## config.mk

```make
export PLATFORM = sky130hd
export DESIGN_NAME = piso_frame_serializer
export DESIGN_NICKNAME = d
export VERILOG_FILES = /design/src/rtl/piso_frame_serializer.sv
export SDC_FILE = /design/constraint.sdc
export NUM_CORES = 1
export LEC_CHECK = 0
export CORE_AREA = 2 2 50 52
export DETAILED_ROUTE_END_ITERATION = 8
export DIE_AREA = 0 0 52 54
export PLACE_DENSITY = 0.83
export SETUP_SLACK_MARGIN = 0.05
export SYNTH_ARGS = -nofsm -noshare
export SYNTH_HDL_FRONTEND = slang
export SYNTH_SLANG_ARGS = --single-unit
```

## constraint.sdc

```tcl
create_clock -name clk -period 2.2 [get_ports clk]
set_clock_uncertainty 0.15 [all_clocks]
set_input_delay 0.22 -clock clk [delete_from_list [all_inputs] [get_ports clk]]
set_output_delay 0.22 -clock clk [all_outputs]
set_load 0.005 [all_outputs]
```

## src/rtl/piso_frame_serializer.sv

```systemverilog
`default_nettype none
// ============================================================================
//  Module   : piso_frame_serializer
//  Purpose  : Parallel-in / serial-out framer. Buffers one N-bit word behind
//             a valid/ready handshake and shifts words out one bit per clock,
//             MSB- or LSB-first. Flags mark valid bits and the last bit of
//             each frame.
//  Revision : 1.0  - initial release
// ============================================================================
module piso_frame_serializer #(
  parameter int N = 8
) (
  input  logic         clk,
  input  logic         reset,
  input  logic         in_valid,
  input  logic [N-1:0] in_data,
  output logic         in_ready,
  input  logic         lsb_first,
  input  logic         hold,
  output logic         serial_out,
  output logic         serial_valid,
  output logic         serial_last,
  output logic         busy
);

  localparam int CNT_W = $clog2(N);
  localparam logic [CNT_W-1:0] CNT_FIRST = CNT_W'(N - 1);

  typedef enum logic [0:0] {
    IDLE  = 1'b0,
    SHIFT = 1'b1
  } state_t;

  state_t           state;
  state_t           state_nxt;
  logic [N-1:0]     pend_data;
  logic             pend_full;
  logic [N-1:0]     sr;
  logic [CNT_W-1:0] cnt;
  logic             dir;

  logic accept;
  logic last_bit;
  logic load;
  logic advance;

  // Handshake and sequencing decodes.
  // A full buffer never accepts, even in the cycle it drains into the shifter.
  assign accept   = in_valid && !pend_full;
  assign last_bit = (state == SHIFT) && (cnt == '0);
  assign load     = pend_full && !hold && ((state == IDLE) || last_bit);
  assign advance  = (state == SHIFT) && !hold && (cnt != '0);

  // Output mapping; serial_out is forced low outside a frame.
  assign in_ready     = !pend_full;
  assign serial_out   = (state == SHIFT) ? (dir ? sr[0] : sr[N-1]) : 1'b0;
  assign serial_valid = (state == SHIFT) && !hold;
  assign serial_last  = serial_valid && (cnt == '0);
  assign busy         = (state == SHIFT) || pend_full;

  // FSM state register.
  always_ff @(posedge clk or posedge reset) begin
    if (reset) begin
      state <= IDLE;
    end else begin
      state <= state_nxt;
    end
  end

  // FSM next state: enter SHIFT on any load, drop to IDLE after a last bit
  // that is not immediately followed by a back-to-back reload.
  always_comb begin
    state_nxt = state;
    if (load) begin
      state_nxt = SHIFT;
    end else if (last_bit && !hold) begin
      state_nxt = IDLE;
    end
  end

  // One-word pending buffer: filled on accept, emptied on load.
  always_ff @(posedge clk or posedge reset) begin
    if (reset) begin
      pend_full <= 1'b0;
      pend_data <= '0;
    end else if (accept) begin
      pend_full <= 1'b1;
      pend_data <= in_data;
    end else if (load) begin
      pend_full <= 1'b0;
    end
  end

  // Shifter, bit counter and frame direction; bit order is latched at load.
  always_ff @(posedge clk or posedge reset) begin
    if (reset) begin
      sr  <= '0;
      cnt <= '0;
      dir <= 1'b0;
    end else if (load) begin
      sr  <= pend_data;
      cnt <= CNT_FIRST;
      dir <= lsb_first;
    end else if (advance) begin
      sr  <= dir ? {1'b0, sr[N-1:1]} : {sr[N-2:0], 1'b0};
      cnt <= cnt - 1'b1;
    end
  end

endmodule
`default_nettype wire

```

# Word-level counts from Yosys, hierarchy flattened
# Index checks and enable logic that the tools add are counted.
[totals] mem_count=0 latchBits=0 output_inout_bits=5 reg_bits=22 mem_bits_rw=0 mem_bits_ro=0 input_bits=13 word_cells=36
[classes] div_mod_pow=0 n_eq_ne=0 muxes=11 shift=0 addsub=1 magnitude_cmp=0 mul=0 bitwise_logic=1 n_reduce_logical=17
[op_table] cell="$mux 8" n=3
[op_table] cell="$logic_and 1x1->1" n=8
[op_table] cell="$mux 1" n=6
[op_table] cell="$mux 3" n=2
[op_table] cell="$reduce_bool 2->1" n=3
[op_table] cell="$logic_not 3->1" n=1
[op_table] cell="$reduce_bool 3->1" n=1
[op_table] cell="$sub 3x1->3 const B" n=1
[op_table] cell="$logic_not 1->1" n=2
[op_table] cell="$logic_or 1x1->1" n=2
[op_table] cell="$not 1->1" n=1

# Logic depth before layout (Yosys ltp)
[depth] word_depth=6 depth_mapped=7 mapped_depth_nobuf=6

# Worst setup path after synthesis
# OpenSTA, ideal clock, no wires.
[synth_timing] path_type="register to register" startpoint="reg cnt[0]" endpoint="reg sr[2]" setup_time_ns=0.126 required_time_ns=1.924 t_arrival_ns=1.250 path_stages_with_launch=8 period_less_slack_ns=1.526 n_path_buf=1 path_slack_ns=0.674 cell_sequence="dfrtp_1 inv_1 ha_1 nand2b_4 buf_6 a21o_2 o21ai_1 o21ai_1"
[synth_between] elab_chain_cells=5 elab_cells_between_ends=8 cone_classes="mux: 1; reduce/logical: 7"
[synth_rtl] element="start, declared" line="39" text="logic [CNT_W-1:0] cnt;"
[synth_rtl] element="start signal, assigned" line="106" text="cnt <= cnt - 1'b1;"
[synth_rtl] element="$logic_not 3->1" line="50" text="assign last_bit = (state == SHIFT) && (cnt == '0);"
[synth_rtl] element="$logic_and 1x1->1" line="50"
[synth_rtl] element="$logic_or 1x1->1" line="51" text="assign load = pend_full && !hold && ((state == IDLE) || last_bit);"
[synth_rtl] element="$logic_and 1x1->1" line="51"
[synth_rtl] element="$mux 8 / $reduce_bool 2->1 (equally long branches)"
[synth_rtl] element="end signal, assigned" line="101" text="sr <= pend_data;"
[synth_rtl] element="end signal, assigned" line="105" text="sr <= dir ? {1'b0, sr[N-1:1]} : {sr[N-2:0], 1'b0};"
[synth_rtl] element="end, declared" line="38" text="logic [N-1:0] sr;"
# Several ways; a longest one is shown, not always the timed one.
# A chain may end at the register's enable or synchronous reset.

# Worst setup path after layout
[layout_timing] startpoint="reg cnt[0]" endpoint="out serial_last"
[layout_between] elab_chain_cells=2
[layout_rtl] element="$logic_not 3->1" line="58" text="assign serial_last = serial_valid && (cnt == '0);"
[layout_rtl] element="$logic_and 1x1->1" line="58"
[layout_rtl] element="end, declared" line="22" text="output logic serial_last,"
# Every way passes these cells.

==> impl_metrics.ini <==
[global_route]
grt_pass1_vias = 835
grt_max_degree = 23
grt_usage = 0.168
grt_overflow = 0
antenna_found_initial = 0
grt_pass1_wl_um = 3440

[drt]
drt_pass1_iterations = 4
wl_um = 1990
drcViolationCount = 0
ant_nets = 0
vias = 817
via_per_inst = 5.27
post_drt_wl_per_cell_um = 12.8
drt-initial-drc-count = 5

[clock_network]
cts_sinks = 22
clk_pin_slew_worst_paths_ps = 130
postCtsHoldBufs = 0
cts_buffer_depth = 2
clk_latency_ps = 320
cts_tree = yes
h-tree-depth = 1
cts-root-buf = clkbuf_4
cts_buffers = 3

[critical_path]
cp_slowest_cell = clkdlybuf4s50_1
worst_setup_path_end_kind = output port
cp_data_arrival_time_ps = 1660
critPathTopFamily = buffers and inverters
startpoint_type = flip-flop
cpPeakStageDelay_ps = 500
cp_cell_sequence = inv_2 > ha_4 > nand2b_4 > nor2_1 > clkdlybuf4s50_1
cp_max_fo = 6
cp.buffers_inverters = 2
crit_type = reg2out
worstPathRequired_ps = 1830

[power]
leakage_uw = 0.000570
irDropWorstVdd_uv = 684
power_uw = 1530
p_per_area_mw_per_mm2 = 1120

[synth]
synthAdderAreaFrac = 0.0226
ys_top_cells_by_area = dfrtp_1 50%, mux2_2 8.1%, o21ai_1 5.4%
synth_mux_area_frac = 0.0904
yosysTopAreaCellShare = 0.497
ys_types = 27
synth_top_area_cell = dfrtp_1
synth-seq-area-share = 0.497
synth_xor_area_frac = 0.00791
synth_area_mm2 = 0.00111
syn_nets = 120
synth_seq_cells = 22
synth_compound_area_frac = 0.183
synth_top_family_by_area = compound AO/OA/AOI/OAI gates
yosys.area_share.simple = 0.163
syn_inst = 105
synth-warning-count = 0
syn_avg_cell_area_um2 = 10.5

[sta]
whs_ps = 57.3
setup_tns_ps = 0
fmax_mhz = 493
final.period_utilization = 0.922
grt_setup_unrepaired = no
final.min_clock_period_ps = 2030
finalSetupViolCount = 0
hold_violations = 0
final_max_slew_viol_count = 0
max_slew_margin = 0.806
worst_slew_pin_slew_ps = 290

[floorplanning]
row_count = 18
die-area_mm2 = 0.00281
die_height_um = 54
die_w_um = 52
core_mm2 = 0.00232
io_pins = 18
start_util = 0.477

[finish]
n_fill_cell = 206
diodes = 0
final_cells = 155
syn2layout_area_growth_pct = 22.7
layout_commonest_cell = dfrtp_1
mostFrequentLayoutCells = 21 x dfrtp_1, 17 x clkdlybuf4s50_1, 12 x o21ai_1, 12 x nand2_1
final_nets = 141
drive_gt1_frac = 0.216
fin_area_mm2 = 0.00136

[outcome]
outcome = complete, no violations

[run]
cap_violations = 0

[placement]
placed_cells = 151
postPlaceCellArea_mm2 = 0.00131
place_congestion = 0.759
portBuffers = 17
dpl.hpwl_um = 1390

[hold_path]
min_path_type = in2async
==> worst reg2reg max path, stage by stage (launching register included) <==
cell,delay [ps]
dfrtp_1,360
inv_2,60
ha_4,170
and2b_1,190
o21ai_4,280
o21ai_1,130
o21ai_1,140
==> cell families (layout without fill, tap and decap cells) <==
family / Yosys count / in the layout
flip-flops: 22 / 22
adder cells (fa/ha/maj): 2 / 2
AO/OA/AOI/OAI: 29 / 29
AND/OR/NAND/NOR: 34 / 34
XOR/XNOR: 1 / 1
multiplexers: 9 / 9
buffers and inverters: 8 / 28
==> synth_stat cells <==
master,number
buf_2,2
a211oi_1,6
inv_1,4
a22oi_1,1
o21ai_1,12
mux2_2,8
xor2_1,1
a21oi_1,4
nand3b_1,1
nand2_1,12
nor2_1,6
nand2b_4,1
o21ai_0,2
and2b_1,1
nand2b_2,2
a21boi_4,1
buf_6,1
nor2b_1,8
a21oi_4,1
mux2i_1,1
inv_2,1
ha_1,2
or2_2,1
a21o_2,1
o21ai_4,1
dfrtp_1,22
nand3_1,2
==> state kept, by name, indices dropped and copies added (netlist names) <==
signal     count
state          1
cnt            3
dir            1
pend_data      8
sr             8
pend_full      1
==> power by group <==
| group | internal [uW] | switching (uW) | total [uW] |
|---|---|---|---|
| clock network | 101 | 128 | 229 |
| registers | 584 | 140 | 724 |
| logic | 314 | 259 | 573 |
==> final cells by class <==
class | count | area, um2 | share of cell area
Inverter | 5 | 18.8 | 0.0138
Timing Repair Buffer | 19 | 185 | 0.136
Clock buffer | 4 | 36.3 | 0.0267
Sequential cell | 22 | 552 | 0.406
Tap cell | 30 | 37.5 | 0.0276
Multi-Input combinational cell | 75 | 529 | 0.390
==> stage by stage <==
step	util	worst slack [ps]
5_1_grt	0.586	92.6
4_1_cts	0.580	62.6
3_5_place_dp	0.564	319
3_3_place_gp	0.564	362
6_report	0.586	172
2_1_floorplan	-	674
==> per-layer routing <==
metal  GRT usage  up-vias  part of all wire
li1            -      407                 -
met2       0.302       22              0.49
met1       0.196      383              0.45
met5           0        -                 0
met4      0.0833        0             0.019
met3      0.0250        5             0.039
==> final timing paths <==
| path | endpoint | start | depth (start not counted) | slack, ps |
|---|---|---|---|---|
| min in group clk | dir | lsb_first | 3 | 290 |
| max reg2reg | sr[6] | cnt[1] | 6 | 670 |
| max in group asynchronous | dir | reset | 3 | 1600 |
| max | serial_last | cnt[0] | 5 | 170 |
| min | pend_data[5] | reset | 3 | 60 |
| min reg2reg | pend_data[2] | pend_data[2] | 1 | 370 |
==> timing repair <==
action	in CTS	in global routing
gates resized for setup	0	5
setup buffers	0	0
endpoints found under the setup margin	0	2
Note: power is estimated with default switching activity, not from simulation.
